### config.mk
export PLATFORM = sky130hd
export DESIGN_NAME = client_menu_dispatcher
export DESIGN_NICKNAME = d
export VERILOG_FILES = /design/src/rtl/client_pkg.sv /design/src/rtl/onehot_select.sv /design/src/rtl/client_menu_dispatcher.sv
export SDC_FILE = /design/constraint.sdc
export NUM_CORES = 1
export LEC_CHECK = 0
export ABC_AREA = 1
export CORE_ASPECT_RATIO = 0.6
export CORE_MARGIN = 10
export CORE_UTILIZATION = 30
export CTS_CLUSTER_SIZE = 16
export DETAILED_ROUTE_END_ITERATION = 10
export GPL_TIMING_DRIVEN = 1
export PLACE_DENSITY = 0.64
export SYNTH_ARGS = -nofsm -noshare
export SYNTH_HDL_FRONTEND = slang
export SYNTH_SLANG_ARGS = --single-unit
export TNS_END_PERCENT = 5
### constraint.sdc
create_clock -name clk -period 2.87 [get_ports clk]
set_input_delay 0.4305 -clock clk [delete_from_list [all_inputs] [get_ports clk]]
set_output_delay 0.4305 -clock clk [all_outputs]
set_load 0.03 [all_outputs]
### src/rtl/client_pkg.sv
// ============================================================================
// Module      : client_pkg
// Description : Shared press codes, display glyphs and menu state encoding
//               for the client menu level.
// Revision    : 1.0 - initial release
// ============================================================================
`default_nettype none

package client_pkg;

    localparam logic [2:0] c_PRESS_NXT  = 3'b000;
    localparam logic [2:0] c_PRESS_RLS  = 3'b001;
    localparam logic [2:0] c_PRESS_CON  = 3'b010;
    localparam logic [2:0] c_PRESS_DEL  = 3'b011;
    localparam logic [2:0] c_PRESS_RIS  = 3'b100;
    localparam logic [2:0] c_PRESS_NONE = 3'b111;

    localparam logic [4:0] c_GLYPH_C     = 5'd12;
    localparam logic [4:0] c_GLYPH_E     = 5'd14;
    localparam logic [4:0] c_GLYPH_I     = 5'd17;
    localparam logic [4:0] c_GLYPH_L     = 5'd19;
    localparam logic [4:0] c_GLYPH_N     = 5'd20;
    localparam logic [4:0] c_GLYPH_O     = 5'd21;
    localparam logic [4:0] c_GLYPH_R     = 5'd24;
    localparam logic [4:0] c_GLYPH_T     = 5'd25;
    localparam logic [4:0] c_GLYPH_BLANK = 5'd31;

    localparam logic [29:0] c_SHOW_IDLE =
        {c_GLYPH_C, c_GLYPH_L, c_GLYPH_I, c_GLYPH_E, c_GLYPH_N, c_GLYPH_T};
    localparam logic [29:0] c_SHOW_ERR =
        {c_GLYPH_E, c_GLYPH_R, c_GLYPH_R, c_GLYPH_O, c_GLYPH_R, c_GLYPH_BLANK};

    typedef enum logic [1:0] {
        S_IDLE   = 2'd0,
        S_ERR    = 2'd1,
        S_ACTIVE = 2'd2,
        S_EXIT   = 2'd3
    } state_t;

endpackage

`default_nettype wire

### src/rtl/onehot_select.sv
// ============================================================================
// Module      : onehot_select
// Description : Checks that exactly one switch bit is set and that its index
//               addresses an existing channel; encodes that index.
// Revision    : 1.0 - initial release
// ============================================================================
`default_nettype none

module onehot_select #(
    parameter int N_CH = 3,
    parameter int SW_W = 8
) (
    input  logic [SW_W-1:0] switch,
    output logic            valid,
    output logic [2:0]      idx
);

    int   w_pos;
    logic w_single;

    always_comb begin
        w_pos = 0;
        for (int i = 0; i < SW_W; i++) begin
            if (switch[i]) w_pos = i;
        end
    end

    // x & (x-1) clears the lowest set bit, so zero means at most one bit was set
    assign w_single = (switch != '0) && ((switch & (switch - SW_W'(1))) == '0);
    assign valid    = w_single && (w_pos < N_CH);
    assign idx      = 3'(w_pos);

endmodule

`default_nettype wire

### src/rtl/client_menu_dispatcher.sv
// ============================================================================
// Module      : client_menu_dispatcher
// Description : Client menu: selects one of N_CH child blocks from the
//               switches, muxes its show bus and returns on done/back.
//               Optional inactivity exit: CLIENT_MENU_TIMEOUT_EN.
// Revision    : 1.0 - initial release
// ============================================================================
`default_nettype none

module client_menu_dispatcher
    import client_pkg::*;
#(
    parameter int                N_CH        = 3,
    parameter int                SW_W        = 8,
    parameter int                SHOW_W      = 30,
    parameter logic [SHOW_W-1:0] IDLE_SHOW   = SHOW_W'(c_SHOW_IDLE),
    parameter int                ERR_CYC     = 100_000_000,
    parameter int                TIMEOUT_CYC = 1_000_000_000
) (
    input  logic                     clk,
    input  logic                     rst,
    input  logic                     en,
    input  logic [2:0]               press,
    input  logic [SW_W-1:0]          switch,
    input  logic [N_CH*SHOW_W-1:0]   ch_show_i,
    input  logic [N_CH-1:0]          ch_done_i,
    output logic [N_CH-1:0]          ch_en_o,
    output logic [2:0]               sel_o,
    output logic [SHOW_W-1:0]        show_o,
    output logic [N_CH-1:0]          led_sel_o,
    output logic                     father_rst_o
);

    localparam int                 c_ERR_W    = $clog2(ERR_CYC) + 1;
    localparam logic [c_ERR_W-1:0] c_ERR_LOAD = c_ERR_W'(ERR_CYC - 1);
    localparam logic [SHOW_W-1:0]  c_BLANK    = '1;
    localparam logic [SHOW_W-1:0]  c_ERR_SHOW = SHOW_W'(c_SHOW_ERR);

    state_t              r_state, w_state_nxt;
    logic [c_ERR_W-1:0]  r_err_cnt, w_err_cnt_nxt;
    logic [N_CH-1:0]     r_ch_en, w_ch_en_nxt;
    logic [N_CH-1:0]     r_led, w_led_nxt;
    logic [2:0]          r_sel, w_sel_nxt;
    logic [SHOW_W-1:0]   r_show, w_show_nxt;
    logic                r_father, w_father_nxt;

    logic                w_sw_valid;
    logic [2:0]          w_sw_idx;
    logic [N_CH-1:0]     w_sw_onehot;
    logic [SHOW_W-1:0]   w_ch_show_mux;
    logic                w_done;
    logic                w_timeout;

    onehot_select #(
        .N_CH (N_CH),
        .SW_W (SW_W)
    ) u_onehot_select (
        .switch (switch),
        .valid  (w_sw_valid),
        .idx    (w_sw_idx)
    );

    // r_ch_en is one-hot of the locked selection, so it doubles as the mux select
    always_comb begin
        w_ch_show_mux = '0;
        for (int k = 0; k < N_CH; k++) begin
            w_sw_onehot[k] = (w_sw_idx == 3'(k));
            if (r_ch_en[k]) w_ch_show_mux = ch_show_i[k*SHOW_W +: SHOW_W];
        end
    end

    assign w_done = |(ch_done_i & r_ch_en);

`ifdef CLIENT_MENU_TIMEOUT_EN
    localparam int                c_TO_W    = $clog2(TIMEOUT_CYC) + 1;
    localparam logic [c_TO_W-1:0] c_TO_LAST = c_TO_W'(TIMEOUT_CYC - 1);

    logic [c_TO_W-1:0] r_to_cnt;

    always_ff @(posedge clk) begin
        if (rst || !en || r_state != S_ACTIVE) begin
            r_to_cnt <= '0;
        end else if (press != c_PRESS_NONE) begin
            r_to_cnt <= '0;
        end else if (r_to_cnt != c_TO_LAST) begin
            r_to_cnt <= r_to_cnt + c_TO_W'(1);
        end
    end

    assign w_timeout = (r_state == S_ACTIVE) && (r_to_cnt == c_TO_LAST);
`else
    assign w_timeout = 1'b0;
`endif

    always_comb begin
        w_state_nxt   = r_state;
        w_err_cnt_nxt = r_err_cnt;
        w_ch_en_nxt   = '0;
        w_led_nxt     = '0;
        w_sel_nxt     = '0;
        w_show_nxt    = c_BLANK;
        w_father_nxt  = 1'b0;

        case (r_state)
            S_IDLE: begin
                if (press == c_PRESS_CON) begin
                    if (w_sw_valid) begin
                        w_state_nxt = S_ACTIVE;
                    end else begin
                        w_state_nxt   = S_ERR;
                        w_err_cnt_nxt = c_ERR_LOAD;
                    end
                end else if (press == c_PRESS_RLS) begin
                    w_father_nxt = 1'b1;
                end
            end
            S_ERR: begin
                if (press != c_PRESS_NONE || r_err_cnt == '0) begin
                    w_state_nxt = S_IDLE;
                end else begin
                    w_err_cnt_nxt = r_err_cnt - c_ERR_W'(1);
                end
            end
            S_ACTIVE: begin
                if (w_done || press == c_PRESS_RIS || w_timeout) w_state_nxt = S_EXIT;
            end
            default: w_state_nxt = S_IDLE;
        endcase

        // Registered outputs describe the state being entered
        case (w_state_nxt)
            S_IDLE: w_show_nxt = IDLE_SHOW;
            S_ERR:  w_show_nxt = c_ERR_SHOW;
            S_ACTIVE: begin
                if (r_state == S_ACTIVE) begin
                    w_ch_en_nxt = r_ch_en;
                    w_led_nxt   = r_led;
                    w_sel_nxt   = r_sel;
                    w_show_nxt  = w_ch_show_mux;
                end else begin
                    w_ch_en_nxt = w_sw_onehot;
                    w_led_nxt   = w_sw_onehot;
                    w_sel_nxt   = w_sw_idx;
                end
            end
            default: ;
        endcase
    end

    always_ff @(posedge clk) begin
        if (rst || !en) begin
            r_state   <= S_IDLE;
            r_err_cnt <= '0;
            r_ch_en   <= '0;
            r_led     <= '0;
            r_sel     <= '0;
            r_show    <= c_BLANK;
            r_father  <= 1'b0;
        end else begin
            r_state   <= w_state_nxt;
            r_err_cnt <= w_err_cnt_nxt;
            r_ch_en   <= w_ch_en_nxt;
            r_led     <= w_led_nxt;
            r_sel     <= w_sel_nxt;
            r_show    <= w_show_nxt;
            r_father  <= w_father_nxt;
        end
    end

    assign ch_en_o      = r_ch_en;
    assign led_sel_o    = r_led;
    assign sel_o        = r_sel;
    assign show_o       = r_show;
    assign father_rst_o = r_father;

endmodule

`default_nettype wire

# [After elaboration in Yosys (flattened, before gate mapping)]
# Index checks and enable logic that the tools add are counted.
[classes] n_addsub=2 magnitude_cmp=1 n_eq_ne=13 n_mux=22 bitwise_logic=4 n_reduce_logical=17
[ops] operator="$mux 30" n=4
[ops] operator="$pmux 30 s3" n=1
[ops] operator="$mux 28" n=3
[ops] operator="$pmux 28 s2" n=1
[ops] operator="$logic_not 28->1" n=1
[ops] operator="$sub 28x1->28 const B" n=1
[ops] operator="$mux 2" n=6
[ops] operator="$mux 3" n=4
[ops] operator="$and 8x8->8" n=1
[ops] operator="$logic_not 8->1" n=1
[ops] operator="$reduce_bool 8->1" n=1
[ops] operator="$sub 8x1->8 const B" n=1
[ops] operator="$eq 3x1->1 const B" n=2
[ops] operator="$eq 3x2->1 const B" n=2
[ops] operator="$ne 2x2->1 const B" n=3
[ops] operator="$pmux 2 s3" n=1
[ops] operator="$reduce_or 3->1" n=2
[ops] operator="$eq 2x1->1 const B" n=2
[ops] operator="$eq 2x2->1 const B" n=2
[ops] operator="$logic_not 2->1" n=2
[ops] operator="$reduce_and 4->1" n=1
[ops] operator="$and 3x3->3" n=1
[ops] operator="$eq 3x3->1 const B" n=1
[ops] operator="$logic_not 3->1" n=1
[ops] operator="9 further kinds" n=14
[word_totals] register_bits=67 out_inout_bits=40 wordCells=65

# [Depth between registers and ports, before layout]
# Gate-level depths: netlist of the first run.
[depth] ltp_word=15 mapped_depth=11 depth_no_buf=10

# [Modules after synthesis]
# A second synthesis of the first run with hierarchy kept.
[unflattened] hier_cells=636 hier_area_um2=4116.4
[by_module_without_submodules] mod="client_menu_dispatcher" n_inst=1 cells_each=613 area_each_um2=4008.8
[by_module_without_submodules] mod="onehot_select" n_inst=1 cells_each=23 area_each_um2=107.6

# [Worst setup path after synthesis of the first run]
# Ideal clock, no wire load.
[synth_timing] path_kind="reg-to-reg" startpoint="reg, netlist name led_sel_o[2]" endpoint="reg r_led[2], in the netlist led_sel_o[2]" arrival_time_ns=1.493 t_required_ns=2.741 slack_ns=1.248 stages_incl_launch_ff=9 n_path_buf=1 period_less_slack_ns=1.622 cell_sequence="dfxtp_1 > clkbuf_1 > nand2_1 > nand4_1 > nand3_1 > nand3_4 > inv_2 > nand2_1 > a21oi_1"
[synth_rtl] element="end signal, assigned" line_no="client_menu_dispatcher.sv:163" rtl="r_led <= w_led_nxt;"
[synth_rtl] element="end, declared" line_no="client_menu_dispatcher.sv:42" rtl="logic [N_CH-1:0] r_led, w_led_nxt;"

# [Final worst setup path of the first run]
[layout_timing] startpoint="reg r_led[1], in the netlist led_sel_o[1]" endpoint="out led_sel_o[1]"
[layout_rtl] element="end, declared" line_no="client_menu_dispatcher.sv:30" rtl="output logic [N_CH-1:0] led_sel_o,"
# No word-level cell between the ends.

==> qor.csv, run 1 <==
stage,metric,value,unit
placed_design,gpl congestion,0.9718,
cts,number of H-tree levels,3,
setup_path,"Slowest-stage cell, CP",clkdlybuf4s50_1,
setup_path,buffers and inverters on the worst path,1,
cts,root buf cell,clkbuf_16,
sta,fin crit period,2239,ps
floorplan,die height,106.9,um
synthesis,Synth area leader,dfxtp_1,
global_routing,Overflow after GRT,0,
synthesis,Synth Register Bits,67,
setup_path,family with the most delay on the worst path,buffers and inverters,
synthesis,number of flops mapped to enable cells by yosys,0,
final_layout,Reg area,0.001341,mm^2
sta,slew margin rel.,59.74,%
synthesis,yosys warns,0,
power,power density over the cells,451.3,mW/mm^2
cts,clk slew on worst S/H paths,50,ps
sta,Pins Over Slew Limit,0,
setup_path,"Cell Chain, Critical Path",clkdlybuf4s50_1,
synthesis,top cell type's share of synthesized area,35.54,%
final_layout,area grow syn2layout,50.33,%
sta,RSZ-0062 raised after global routing,no,
cts,Post-CTS Setup Inserts,0,
power,P_leak,2.211,nW
power,maximum vdd drop,303.9,uV
floorplan,I/O pins,147,
placed_design,placed insts,853,
cts,CTS tree,done,
cts,clk sink count,67,
drt,DRT iter0 DRCs,274,
global_routing,GRT Util Overall,15.03,%
job,number of max-cap violations,0,
drt,WL per Instance,15.58,um
drt,via count,4225,
setup_path,WS Path Type,flip-flop to output pin,
sta,Max Fclk,446.7,MHz
floorplan,die area,0.01761,mm^2
drt,Remaining DRCs,0,
cts,CTS Buf Count,9,
sta,Fin. Hold Viols,0,
cts,post-cts hold buffer count,0,
drt,final wirelength,13540,um
global_routing,first-pass GRT wire length,21360,um
setup_path,Crit Path Max Fanout,14,
floorplan,Rows,31,
cts,"Clk Latency, worst-skew pair",330,ps
global_routing,initial antenna violation count,0,
sta,final hold slack,471.0,ps
final_layout,footprint of the multi-input gates,0.002127,mm^2
synthesis,average size of a mapped cell,6.703,um^2
synthesis,most frequent cells after synthesis,"nand2_1 (129), nor2_1 (74), dfxtp_1 (67), nand3_1 (56), a21oi_1 (44)",
drt,post-DR vias/cell,4.862,
final_layout,"non-filler cells, final",869,
placed_design,port bufs,146,
final_layout,Layout Nets,807,
drt,WL met3,1382,um
synthesis,cell count after synthesis,563,
synthesis,most frequent cell after synthesis,nand2_1,
setup_path,Setup crit start kind,flip-flop,
final_layout,Diodes inserted,0,
global_routing,vias in the first global route,4121,
drt,max layer used,met4,
setup_path,Critical Path AT,1810,ps
floorplan,initial core utilization,30.98,%
sta,Max Clock Skew,5.214,ps
synthesis,dominant cells by area after synthesis,"dfxtp_1 (36%), nand2_1 (13%), nand3_1 (7.4%)",
global_routing,largest net degree at the start of global routing,31,
synthesis,"FFs w/ async S/R, synth",0,%
drt,Final ANT Viol Nets,0,
setup_path,kind of end point of the critical path,output pin,
sta,final worst path period share,78.01,%
drt,wire length on met1,6293,um
sta,worst-margin pin slew,603.2,ps
final_layout,fin util,46.58,%
synthesis,synthesized area,0.003774,mm^2
setup_path,critical path required time,2440,ps
final_layout,Fillers,1223,
floorplan,core area,0.01218,mm^2
cts,CTS max path bufs,2,
sta,setup TNS,0,ps
synthesis,sequential area share after synthesis,35.54,%
cts,post-cts sizing count,0,
final_layout,layout cells sized above 1,7.244,%
sta,Final Setup Violations,0,
setup_path,Worst path max stage delay,790,ps
outcome,outcome,"finished, final reports clean",
worst_hold_path,worst min path class,flip-flop to flip-flop,
synthesis,Mapped Nets,671,
drt,WL met2,5777,um
synthesis,Post-synth top flop,dfxtp_1,
floorplan,Die X,164.8,um
placed_design,HPWL Detailed,10620,um
synthesis,number of unique standard cell types used by synthesis,34,
drt,TritonRoute pass-1 iters,5,
logic make-up (layout without fill, tap and decap cells):
logic type      after synthesis  after routing  share of synthesized area, %
simple gates                289            289                         34.28
flops                        67             67                         35.54
xor+xnor                     12             12                         2.785
buf+inv                      67            208                         8.156
fa+ha+maj                     1              1                        0.3315
compound gates              127            127                         18.90
flip-flops by register name, indices dropped and copies added, names as in the netlist:
signal,cells
led_sel_o,3
show_o,30
father_rst_o,1
r_state,2
sel_o,3
r_err_cnt,28
area by class of cell:
class	count	share of cell area, %
Multi-Input combinational cell	429	37.49
Clock inverter	5	1.367
Clock buffer	11	4.102
Sequential cell	67	23.64
Tap cell	165	3.639
Inverter	35	2.316
Timing Repair Buffer	157	27.44
per-stage QoR:
step,instance area (um^2),total power [mW],setup slack [ps]
2_1_floorplan,3774,1.192,1248
3_3_place_gp,5363,1.411,573.8
6_report,5673,2.560,631.2
5_1_grt,5673,2.660,570.1
3_5_place_dp,5363,1.420,481.5
4_1_cts,5673,2.585,596.2
power by group:
group          leakage (nW)  switching, mW  internal [mW]  total (mW)
registers             0.546         0.0127          0.951       0.964
logic                  1.52          0.208          0.229       0.437
clock network         0.150          0.401          0.757        1.16
worst paths after layout:
| check | start | end | slack [ps] | depth (start not counted) |
|---|---|---|---|---|
| hold / removal | sel_o[1]$_SDFFE_PP0N_ | sel_o[1]$_SDFFE_PP0N_ | 470 | 2 |
| setup reg to reg | r_err_cnt[0]$_SDFFE_PP0P_ | show_o[19]$_SDFF_PP1_ | 850 | 9 |
| setup / recovery | led_sel_o[1]$_SDFFE_PP0N_ | led_sel_o[1] | 630 | 1 |
| hold reg to reg | sel_o[1]$_SDFFE_PP0N_ | sel_o[1]$_SDFFE_PP0N_ | 470 | 2 |
cells in the final DEF, fill, tap and decap left out, types with 3 or more instances in the layout:
master / instances
a22oi_1: 26
nand3_1: 56
nor2_2: 5
inv_2: 4
nand2_1: 129
o21ai_0: 37
buf_4: 10
xnor2_1: 4
nand4_1: 6
clkbuf_16: 9
o21ai_1: 15
inv_1: 31
a21oi_1: 44
nor2_1: 73
nor3_1: 3
nor2_4: 3
xor2_1: 8
clkdlybuf4s50_1: 146
or2_2: 5
dfxtp_1: 67
metal layers:
metal / vias up / GRT usage, %
li1: 2143 / -
met1: 1930 / 19.01
met2: 147 / 23.36
met3: 5 / 6.379
met4: 0 / 3.212
met5: - / 0
Power figures use the tool's default switching activity.
==> run 2: changes to the inputs <==
- PLACE_DENSITY: 0.64 -> 0.66
- clock period: 2.87 -> 1.9 ns (I/O delays scaled with it)
==> qor.csv, run 2 (synthesis gave the netlist of run 1 again) <==
stage,metric,value,unit
placed_design,port bufs,146,
setup_path,Crit Path Max Fanout,6,
sta,Max Clock Skew,4.694,ps
setup_path,Reg2Reg Setup Slack,160,ps
final_layout,"commonest non-fill, non-tap cell in the layout",clkdlybuf4s50_1,
global_routing,largest net degree at the start of global routing,31,
cts,clk slew on worst S/H paths,60,ps
setup_path,Worst path max stage delay,730,ps
cts,CTS max path bufs,2,
power,power density over the cells,676.7,mW/mm^2
setup_path,critical path required time,1620,ps
cts,"Clk Latency, worst-skew pair",330,ps
cts,post-cts hold buffer count,0,
drt,TritonRoute pass-1 iters,6,
power,P_leak,2.305,nW
cts,CTS Buf Count,9,
drt,post-DR vias/cell,4.849,
floorplan,Rows,31,
floorplan,I/O pins,147,
setup_path,Critical Path AT,1540,ps
worst_hold_path,Min-Delay Path Depth,2,
floorplan,core area,0.01218,mm^2
setup_path,buffers and inverters on the worst path,1,
sta,worst-margin pin slew,637.4,ps
final_layout,max reg flops,30,
worst_hold_path,hold path start,sel_o[1]$_SDFFE_PP0N_,
sta,final hold slack,488.5,ps
sta,final worst path period share,96.03,%
setup_path,reg2reg start,r_err_cnt[14]$_SDFFE_PP0P_,
drt,WL per Instance,15.42,um
setup_path,kind of end point of the critical path,output pin,
global_routing,GRT Util Overall,15.24,%
global_routing,Overflow after GRT,0,
setup_path,worst reg2reg path depth,9,
final_layout,"commonest cells after routing, fill and taps aside","clkdlybuf4s50_1 (144), nand2_1 (129), nor2_1 (72)",
final_layout,Layout Nets,823,
setup_path,RR Endpoint,show_o[28]$_SDFF_PP1_,
drt,DRT iter0 DRCs,350,
sta,Final Setup Violations,0,
job,number of max-cap violations,0,
setup_path,"Slowest-stage cell, CP",clkdlybuf4s50_1,
cts,clk sink count,67,
cts,root buf cell,clkbuf_16,
worst_hold_path,worst min path class,flip-flop to flip-flop,
floorplan,Die X,164.8,um
global_routing,first-pass GRT wire length,21800,um
setup_path,Setup crit start kind,flip-flop,
final_layout,area grow syn2layout,54.87,%
drt,Final ANT Viol Nets,0,
drt,final wirelength,13650,um
drt,Remaining DRCs,0,
sta,Fin. Hold Viols,0,
placed_design,"worst slack, placed",-180.3,ps
sta,Pins Over Slew Limit,0,
placed_design,HPWL Detailed,10820,um
sta,RSZ-0062 raised after global routing,no,
sta,Max Fclk,548.1,MHz
final_layout,layout cells sized above 1,10.42,%
setup_path,family with the most delay on the worst path,buffers and inverters,
outcome,outcome,"finished, final reports clean",
worst_hold_path,Worst Hold Endpoint,sel_o[1]$_SDFFE_PP0N_,
cts,CTS tree,done,
cts,number of H-tree levels,3,
floorplan,die area,0.01761,mm^2
sta,final worst-path setup slack,75.35,ps
final_layout,Diodes inserted,0,
sta,slew margin rel.,57.46,%
sta,fin crit period,1825,ps
final_layout,fin util,47.99,%
placed_design,gpl congestion,0.9356,
floorplan,die height,106.9,um
floorplan,initial core utilization,30.98,%
global_routing,initial antenna violation count,0,
setup_path,"Cell Chain, Critical Path",clkdlybuf4s50_1,
power,maximum vdd drop,386.4,uV
global_routing,vias in the first global route,4207,
drt,via count,4291,
setup_path,WS Path Type,flip-flop to output pin,
run 2: area by class of cell:
class | count | area, um^2
fillers | 1178 | 6335
multi-input cells | 429 | 2166
repair buffers | 173 | 1672
flip-flops and latches | 67 | 1341
clock buffers | 10 | 239.0
well taps | 165 | 206.4
inverters | 35 | 131.4
clock inverters | 6 | 88.84
run 2: power breakdown:
group	total, mW	switching, mW	internal [mW]	leakage [nW]
clock network	1.81	0.632	1.18	0.155
logic	0.684	0.326	0.358	1.60
registers	1.46	0.0189	1.44	0.546
run 2: worst max path at each step:
stage | start | depth (start not counted) | slack, ps | to
2_1_floorplan | led_sel_o[2]$_SDFFE_PP0N_ | 8 | 280 | led_sel_o[2]$_SDFFE_PP0N_
3_3_place_gp | switch[1] | 8 | -80 | show_o[8]$_SDFF_PP1_
3_5_place_dp | press[1] | 7 | -180 | show_o[16]$_SDFF_PP1_
4_1_cts | r_err_cnt[0]$_SDFFE_PP0P_ | 9 | 20 | show_o[28]$_SDFF_PP1_
5_1_grt | led_sel_o[2]$_SDFFE_PP0N_ | 1 | 30 | led_sel_o[2]
6_report | led_sel_o[2]$_SDFFE_PP0N_ | 1 | 80 | ch_en_o[2]
run 2: metal layers:
metal  vias up  global-route usage [%]  wire length (um)
li1       2181                       -                 -
met1      1917                   20.38              6466
met2       183                   23.08              5612
met3        10                   5.080              1456
met4         0                   3.778               112
met5         -                       0                 0
run 2: repair_timing:
| action | in CTS | in global routing |
|---|---|---|
| buffers inserted | 0 | 1 |
| pin swaps | 0 | 1 |
| resized for setup | 1 | 7 |
| endpoints found under the setup margin | 1 | 56 |
| gates cloned | 0 | 0 |
run 2: metrics by stage:
step | total power [mW] | instances | area (um^2) | setup TNS (ps)
6_report | 3.955 | 885 | 5844 | 0
5_1_grt | 4.130 | 885 | 5844 | 0
4_1_cts | 3.984 | 884 | 5803 | 0
3_5_place_dp | 2.157 | 868 | 5470 | -5165
2_1_floorplan | 1.801 | 563 | 3774 | 0
3_3_place_gp | 2.143 | 868 | 5470 | -763.9
==> patch: new RTL, config.mk and constraints of run 2 <==
Add an input register stage for `switch`, `ch_show_i` and `ch_done_i`; this delays them by one clock. The other inputs are not delayed to match.
--- a/src/rtl/client_menu_dispatcher.sv
+++ b/src/rtl/client_menu_dispatcher.sv
@@ -36,6 +36,16 @@
     localparam logic [SHOW_W-1:0]  c_BLANK    = '1;
     localparam logic [SHOW_W-1:0]  c_ERR_SHOW = SHOW_W'(c_SHOW_ERR);
 
+    logic [SW_W-1:0] switch_q;
+    logic [N_CH*SHOW_W-1:0] ch_show_q;
+    logic [N_CH-1:0] ch_done_q;
+
+    always_ff @(posedge clk) begin
+        switch_q  <= switch;
+        ch_show_q <= ch_show_i;
+        ch_done_q <= ch_done_i;
+    end
+
     state_t              r_state, w_state_nxt;
     logic [c_ERR_W-1:0]  r_err_cnt, w_err_cnt_nxt;
     logic [N_CH-1:0]     r_ch_en, w_ch_en_nxt;
@@ -55,7 +65,7 @@
         .N_CH (N_CH),
         .SW_W (SW_W)
     ) u_onehot_select (
-        .switch (switch),
+        .switch (switch_q),
         .valid  (w_sw_valid),
         .idx    (w_sw_idx)
     );
@@ -65,11 +75,11 @@
         w_ch_show_mux = '0;
         for (int k = 0; k < N_CH; k++) begin
             w_sw_onehot[k] = (w_sw_idx == 3'(k));
-            if (r_ch_en[k]) w_ch_show_mux = ch_show_i[k*SHOW_W +: SHOW_W];
+            if (r_ch_en[k]) w_ch_show_mux = ch_show_q[k*SHOW_W +: SHOW_W];
         end
     end
 
-    assign w_done = |(ch_done_i & r_ch_en);
+    assign w_done = |(ch_done_q & r_ch_en);
 
 `ifdef CLIENT_MENU_TIMEOUT_EN
     localparam int                c_TO_W    = $clog2(TIMEOUT_CYC) + 1;
Check against the original RTL: not equivalent (Yosys sat finds a counterexample within 4 cycles, from zero or initial values).
==> patch against run 2 <==
Critical path depth grew 10. Count of clock-buffer cells in the layout grew 10. Hold slack lost 180 ps. Sequential cell count grew 101. Design area grew 48%. Power grew 98%. Area after synthesis grew 59%. Fmax grew 2.0%. Worst setup slack gained 36 ps. Sequential power grew to 2.5 times the old value. Wire length grew 34%. Sequential share of layout area grew 16 points. Register-to-register slack lost 50 ps. Largest power group is now sequential cells.
==> patch: results (changes against run 2) <==
Outcome
  • Outcome: complete, no violations

Yosys
  • Seq/Total Area, Yosys: 56.13% (+21 points)
  • Post-synthesis net count: 833 (+24%)
  • Area contributors post-synth: dfxtp_1 (56%), nand2_1 (11%), nand3_1 (5.4%), nor2_1 (5.0%), o21ai_0 (3.8%)
  • Post-synthesis compound-gate area fraction: 10.46% (-8.4 points)
  • XOR/XNOR Fraction of Synth Area: 0.7308% (-2.1 points)

Cells and area
  • Nets: 1006 (+22%)
  • Register Area: 3363 um2 (+150%)
  • FILL cells: 1917 (+63%)
  • Number of non-clock buffers: 182 (+5.2%)
  • Layout non-clock buf frac: 20.87% (-7.7 points)
  • Final-layout clock buffer total: 20 (+10)

Hold path
  • Hold path startpoint: ch_show_i[13]
  • Hold endpoint: ch_show_q[13]$_DFF_P_
  • Type of the worst min-delay path: in2reg
  • Cell count of the worst hold path: 1 (-1)

Worst setup path
  • Reg2Reg Capture Point: show_o[29]$_SDFF_PP1_
  • Worst Path Arrival: 2100 ps (+560 ps)

Route
  • Drt first pass iters: 5 (-1)
  • Met3 WL: 1729 um (+19%)
  • DR WL met2: 7221 um (+29%)
  • Vias: 5357 (+25%)

STA
  • Slew HR: 74.42% (+17 points)

Power
  • Comb. pwr: 0.000736 W (+7.6%)
  • Sw Share: 23.75% (-0.95 points)
  • Static leakage: 3.604 nW (+56%)

Global route
  • Number of global-route vias before repair: 5199 (+24%)
  • Routing usage on met2: 18.69% (-4.4 points)

Floorplanning
  • Row cnt: 39 (+26%)

CTS
  • H-tree levels: 4 (+1)
## patch: worst max-delay path, cell delays in order (launching register included)
cell and delay (ps):
dfxtp_1 340, nor2_1 190, nand2_1 140, nor2_4 160, nand4_4 160, nand2_4 140
nand3_4 120, nor2_4 120, buf_12 150, nand2_1 60, nand2_1 50, inv_1 50
## patch: repair_timing
item | in CTS | in global routing
pin swaps | 0 | 2
gates resized for setup | 2 | 21
buffers inserted | 0 | 0
endpoints found under the setup margin | 2 | 64
## patch: through the flow
step           setup WS (ps)  cells  TNS (ps)  total power [W]  utilization [%]
4_1_cts                21.70   1177         0         0.007902            44.33
5_1_grt               -19.71   1177    -76.79         0.008141            44.73
6_report               111.8   1177         0         0.007837            44.73
3_3_place_gp          -140.7   1145     -2499         0.004495            41.33
3_5_place_dp          -173.6   1145     -3806         0.004506            41.33
2_1_floorplan          181.2    725         0         0.004125                -
